<file path="config.mk">
export PLATFORM = sky130hd
export DESIGN_NAME = queue_sensor_conditioner
export DESIGN_NICKNAME = d
export VERILOG_FILES = /design/src/rtl/queue_sensor_conditioner.sv
export SDC_FILE = /design/constraint.sdc
export NUM_CORES = 1
export LEC_CHECK = 0
export CAP_MARGIN = 20
export CORE_AREA = 5 5 49 51
export CTS_BUF_LIST = sky130_fd_sc_hd__clkbuf_4 sky130_fd_sc_hd__clkbuf_8
export CTS_CLUSTER_DIAMETER = 120
export CTS_CLUSTER_SIZE = 25
export DETAILED_ROUTE_END_ITERATION = 8
export DIE_AREA = 0 0 54 56
export HOLD_SLACK_MARGIN = 0.03
export PLACE_DENSITY = 0.86
export SETUP_SLACK_MARGIN = 0.5
export SYNTH_ARGS = -nofsm -noshare
export SYNTH_HDL_FRONTEND = slang
export SYNTH_SLANG_ARGS = --single-unit
</file>
<file path="constraint.sdc">
create_clock -name clk -period 3.2 [get_ports clk]
set_clock_uncertainty 0.2 [all_clocks]
set_input_delay 0.96 -clock clk [delete_from_list [all_inputs] [get_ports clk]]
set_output_delay 0.96 -clock clk [all_outputs]
set_load 0.01 [all_outputs]
</file>
<file path="src/rtl/queue_sensor_conditioner.sv">
// Debounces the entry and front photocells into one-cycle active-low strobes for the queue.
// Optional stuck-beam detection is built when QUEUE_SENSOR_STUCK_DETECT_EN is defined.
module queue_sensor_conditioner #(
    parameter int unsigned DB_CYCLES    = 4,
    parameter int unsigned DB_W         = 3,
    parameter int unsigned STUCK_CYCLES = 1024,
    parameter int unsigned STUCK_W      = 11
) (
    input  logic       clk,
    input  logic       reset_n,
    input  logic       Signal_end_raw,
    input  logic       Signal_front_raw,
    output logic       Signal_end,
    output logic       Signal_front,
    output logic [7:0] glitch_cnt,
    output logic       stuck_fault
);

    localparam int unsigned CH = 2;
    localparam int unsigned GW = 8;

    typedef enum logic [1:0] {
        ST_HIGH,
        ST_FALL_CHK,
        ST_LOW,
        ST_RISE_CHK
    } state_e;

    // Reject parameter sets the counters cannot represent
    if (DB_CYCLES < 2 || DB_CYCLES > (2 ** DB_W) - 1) begin : g_bad_db
        $error("DB_CYCLES out of range for DB_W");
    end
    if (STUCK_CYCLES > (2 ** STUCK_W) - 1) begin : g_bad_stuck
        $error("STUCK_CYCLES does not fit in STUCK_W");
    end

    // Channel index 0 = entry, 1 = front
    logic [CH-1:0] raw;
    logic [CH-1:0] meta_q;
    logic [CH-1:0] sync_q;

    assign raw = {Signal_front_raw, Signal_end_raw};

    always_ff @(posedge clk or negedge reset_n) begin
        if (!reset_n) begin
            meta_q <= '1;
            sync_q <= '1;
        end else begin
            meta_q <= raw;
            sync_q <= meta_q;
        end
    end

    state_e          state_q [CH];
    state_e          state_d [CH];
    logic [DB_W-1:0] cnt_q   [CH];
    logic [DB_W-1:0] cnt_d   [CH];
    logic [CH-1:0]   strobe_n_q;
    logic [CH-1:0]   strobe_n_d;
    logic [CH-1:0]   abort;

    always_ff @(posedge clk or negedge reset_n) begin
        if (!reset_n) begin
            for (int unsigned c = 0; c < CH; c++) begin
                state_q[c] <= ST_HIGH;
                cnt_q[c]   <= '0;
            end
            strobe_n_q <= '1;
        end else begin
            for (int unsigned c = 0; c < CH; c++) begin
                state_q[c] <= state_d[c];
                cnt_q[c]   <= cnt_d[c];
            end
            strobe_n_q <= strobe_n_d;
        end
    end

    // Per-channel debounce: a change is accepted only after DB_CYCLES matching samples
    always_comb begin
        strobe_n_d = '1;
        abort      = '0;
        for (int unsigned c = 0; c < CH; c++) begin
            state_d[c] = state_q[c];
            cnt_d[c]   = cnt_q[c];
            case (state_q[c])
                ST_HIGH: begin
                    if (!sync_q[c]) begin
                        state_d[c] = ST_FALL_CHK;
                        cnt_d[c]   = DB_W'(1);
                    end
                end
                ST_FALL_CHK: begin
                    if (sync_q[c]) begin
                        state_d[c] = ST_HIGH;
                        cnt_d[c]   = '0;
                        abort[c]   = 1'b1;
                    end else if (cnt_q[c] == DB_W'(DB_CYCLES - 1)) begin
                        state_d[c]    = ST_LOW;
                        cnt_d[c]      = '0;
                        strobe_n_d[c] = 1'b0;
                    end else begin
                        cnt_d[c] = cnt_q[c] + DB_W'(1);
                    end
                end
                ST_LOW: begin
                    if (sync_q[c]) begin
                        state_d[c] = ST_RISE_CHK;
                        cnt_d[c]   = DB_W'(1);
                    end
                end
                ST_RISE_CHK: begin
                    if (!sync_q[c]) begin
                        state_d[c] = ST_LOW;
                        cnt_d[c]   = '0;
                    end else if (cnt_q[c] == DB_W'(DB_CYCLES - 1)) begin
                        state_d[c] = ST_HIGH;
                        cnt_d[c]   = '0;
                    end else begin
                        cnt_d[c] = cnt_q[c] + DB_W'(1);
                    end
                end
                default: begin
                    state_d[c] = ST_HIGH;
                    cnt_d[c]   = '0;
                end
            endcase
        end
    end

    assign Signal_end   = strobe_n_q[0];
    assign Signal_front = strobe_n_q[1];

    // Saturating glitch counter; both channels may abort in the same cycle
    logic [1:0]  glitch_inc;
    logic [GW:0] glitch_sum;
    logic [GW-1:0] glitch_d;

    always_comb begin
        glitch_inc = 2'(abort[0]) + 2'(abort[1]);
        glitch_sum = (GW+1)'(glitch_cnt) + (GW+1)'(glitch_inc);
        glitch_d   = glitch_sum[GW] ? '1 : glitch_sum[GW-1:0];
    end

    always_ff @(posedge clk or negedge reset_n) begin
        if (!reset_n) begin
            glitch_cnt <= '0;
        end else begin
            glitch_cnt <= glitch_d;
        end
    end

`ifdef QUEUE_SENSOR_STUCK_DETECT_EN
    logic [STUCK_W-1:0] stuck_q [CH];
    logic [STUCK_W-1:0] stuck_d [CH];
    logic               stuck_hit;

    // Timers run only while a beam is held broken and saturate at all-ones
    always_comb begin
        stuck_hit = 1'b0;
        for (int unsigned c = 0; c < CH; c++) begin
            if (state_q[c] == ST_LOW) begin
                stuck_d[c] = (stuck_q[c] == '1) ? stuck_q[c] : stuck_q[c] + STUCK_W'(1);
            end else begin
                stuck_d[c] = '0;
            end
            if (stuck_d[c] >= STUCK_W'(STUCK_CYCLES)) begin
                stuck_hit = 1'b1;
            end
        end
    end

    always_ff @(posedge clk or negedge reset_n) begin
        if (!reset_n) begin
            for (int unsigned c = 0; c < CH; c++) begin
                stuck_q[c] <= '0;
            end
            stuck_fault <= 1'b0;
        end else begin
            for (int unsigned c = 0; c < CH; c++) begin
                stuck_q[c] <= stuck_d[c];
            end
            stuck_fault <= stuck_fault | stuck_hit;
        end
    end
`else
    assign stuck_fault = 1'b0;
`endif

endmodule

</file>
==> summary.txt <==
Outcome
  – Status: finished clean

Worst setup path
  – CP arrival: 1.36 ns
  – Slowest CP cell: dfstp_2
  – Crit path max-delay family: flip-flops
  – Crit-path max cell delay: 0.54 ns
  – Buf+Inv Stages, Crit Path: 1
  – R2R depth: 7
  – Startpoint Class: flop
  – CP Max Fanout: 1
  – Crit end category: primary output
  – Worst R2R End: glitch_cnt[4]
  – CP endpoint: Signal_end
  – Critical R2R Launch: sync_q[0]
  – CP Cell Sequence: clkdlybuf4s50_1
  – WS Path Type: flop to primary output
  – Worst EP required: 2.04 ns
  – Register-to-Register Setup Slack: 1.10 ns
  – WP depth: 1
  – Crit path launch: strobe_n_q[0]

Clock network
  – Clk sinks: 24
  – H-Tree Level Count: 1
  – Root Buffer: clkbuf_4
  – Clock-pin slew on the worst setup and hold paths: 0.12 ns
  – Worst-case clock buffer depth: 2
  – CTS tree: yes
  – Post_cts resized: 0
  – CTS buffer count: 3
  – CTS hold repair buffers: 0
  – Clk_lat worst skew: 0.30 ns
  – Setup Fix Bufs, Post-CTS: 0

Logic synthesis
  – Post-Syn Area per Cell: 11.45 um2
  – Top-count cell post-synth: dfrtp_1
  – Synth top area cells: dfrtp_1 42%, dfstp_2 15%, nand3b_1 4.2%
  – Synth top cells by count: 18 x dfrtp_1, 8 x nand2_1, 6 x dfstp_2, 6 x nand2b_1, 6 x nand3b_1
  – Yosys top cell area share: 42.30%
  – Post-synth cell types: 30
  – Mapped Area: 1065 um2
  – Synth Instances: 93
  – EDFF count, synth: 0
  – Synth warn: 0
  – Synth Flop Type: dfrtp_1
  – Largest area contributor in the netlist: dfrtp_1
  – Syn nets: 101
  – Synthesized flop and latch total: 24
  – Async SR Flop Fraction: 100.0%
  – Seq/Total Area, Yosys: 57.11%

Layout
  – # nets final: 119
  – Area Overhead vs Synth: 18.21%
  – Design area: 1259 um2
  – Share of cells above drive strength 1: 12.73%
  – Antenna cells: 0
  – Fin util: 66.18%

Die
  – Row count: 16
  – Initial core utilization: 55.99%
  – Die area: 3024 um2
  – Die Wd: 54 um
  – I/O pin count: 15
  – CORE AREA: 1902 um2
  – Die Y: 56 um

Routing
  – Routed len/inst: 13.06 um
  – Total wire length: 1789 um
  – Via count of the routed design: 701
  – DRC Markers: 0
  – Final ANT Viol Nets: 0
  – Initial DRC count: 6
  – Vias per inst: 5.117
  – Pre-antenna DRT Iters: 3

Placed design
  – Port-buffer cells: 13
  – Routability cong.: 0.6749
  – Area post-placement: 1229 um2
  – Hpwl dp: 1302 um

Global routing
  – All-layer global routing usage: 14.50%
  – Vias in the first global route: 750
  – Largest net degree at the start of global routing: 25
  – First-pass GRT wire length: 3208 um
  – Overflow after GRT: 0
  – Initial antenna violation count: 0

STA
  – Setup TNS: 0 ns
  – Final hold vios: 0
  – Hold_ws: 0.1659 ns
  – Final setup fails: 0
  – Final slew viol count: 0
  – Post-route minimum period: 2.523 ns
  – Max Freq: 396.3 MHz
  – Fin crit share: 78.86%
  – RSZ-0062 raised after global routing: no

Pwr
  – LEAKAGE: 0.5492 nW
  – Power Dens Cells: 800.2 nW/um2
  – Peak supply drop: 447.3 uV

Worst hold path
  – Hold Path Class: flop to flop

Run
  – Number of max-cap violations: 0
==> worst register-to-register path, stage by stage (launching register included) <==
cell,delay [ns]
dfstp_2,0.58
nand3b_1,0.11
fa_1,0.44
inv_1,0.07
ha_1,0.27
nand3_1,0.14
nor3_1,0.15
a21oi_1,0.06
==> cell usage in the layout, fill, tap and decap left out, types with 4 or more instances in the layout <==
master | netlist | routed
nand2_1 | 8 | 8
clkdlybuf4s50_1 | 0 | 13
dfrtp_1 | 18 | 18
nand3b_1 | 6 | 6
dfstp_2 | 6 | 6
clkbuf_4 | 0 | 4
o21ai_0 | 5 | 5
nand3_1 | 4 | 4
nand2b_1 | 6 | 6
==> layer usage <==
layer | vias to the layer above | GRT usage [%] | wire (um)
met5 | - | 0 | 0
met4 | 0 | 7.473 | 51
met3 | 6 | 3.217 | 64
met2 | 15 | 22.84 | 837
met1 | 328 | 18.09 | 836
li1 | 352 | - | -
==> sequential cells by signal, summed over array words and instances (netlist names), named ones only <==
name,flops
cnt_q,6
glitch_cnt,8
meta_q,2
state_q,2
strobe_n_q,2
sync_q,2
==> through the flow <==
stage               total power, mW  setup WS [ns]  instances
finish                        1.007         0.6765        137
global route                  1.100         0.6165        137
CTS                           1.018         0.6567        137
detailed placement           0.8766          1.011        133
global placement             0.8504          1.027        133
floorplan                    0.7213          1.229         93
==> area by class of cell <==
cell class	instances	area, um2
Sequential cell	24	608.1
Tap cell	27	33.78
Inverter	3	11.26
Fill cell	151	643.1
Clock buffer	4	30.03
Timing Repair Buffer	14	137.6
Multi-Input combinational cell	65	437.9
==> power breakdown <==
group / internal (mW) / leakage [nW] / total (mW) / switching, mW
logic: 0.199 / 0.241 / 0.368 / 0.169
clock network: 0.0571 / 0.0184 / 0.140 / 0.0832
registers: 0.396 / 0.290 / 0.499 / 0.104
==> cells by family (layout without fill, tap and decap cells) <==
kind of cell             Yosys count  in the layout  synth area share [%]
flip-flops                        24             24                 57.11
XOR/XNOR                           5              5                 4.114
buffers and inverters              4             21                 1.763
AND/OR/NAND/NOR                   41             41                 22.91
AO/OA/AOI/OAI                     13             13                 7.285
multiplexers                       1              1                 1.058
other                              1              1                0.3522
adder cells (fa/ha/maj)            4              4                 5.406
==> worst min path at each step <==
stage / startpoint / to / depth (start not counted)
6_report: meta_q[1] / sync_q[1] / 0
5_1_grt: meta_q[1] / sync_q[1] / 0
4_1_cts: meta_q[1] / sync_q[1] / 0
3_5_place_dp: meta_q[1] / sync_q[1] / 0
3_3_place_gp: meta_q[0] / sync_q[0] / 0
2_1_floorplan: meta_q[0] / sync_q[0] / 0
No activity file was read; power rests on OpenSTA's default activity.
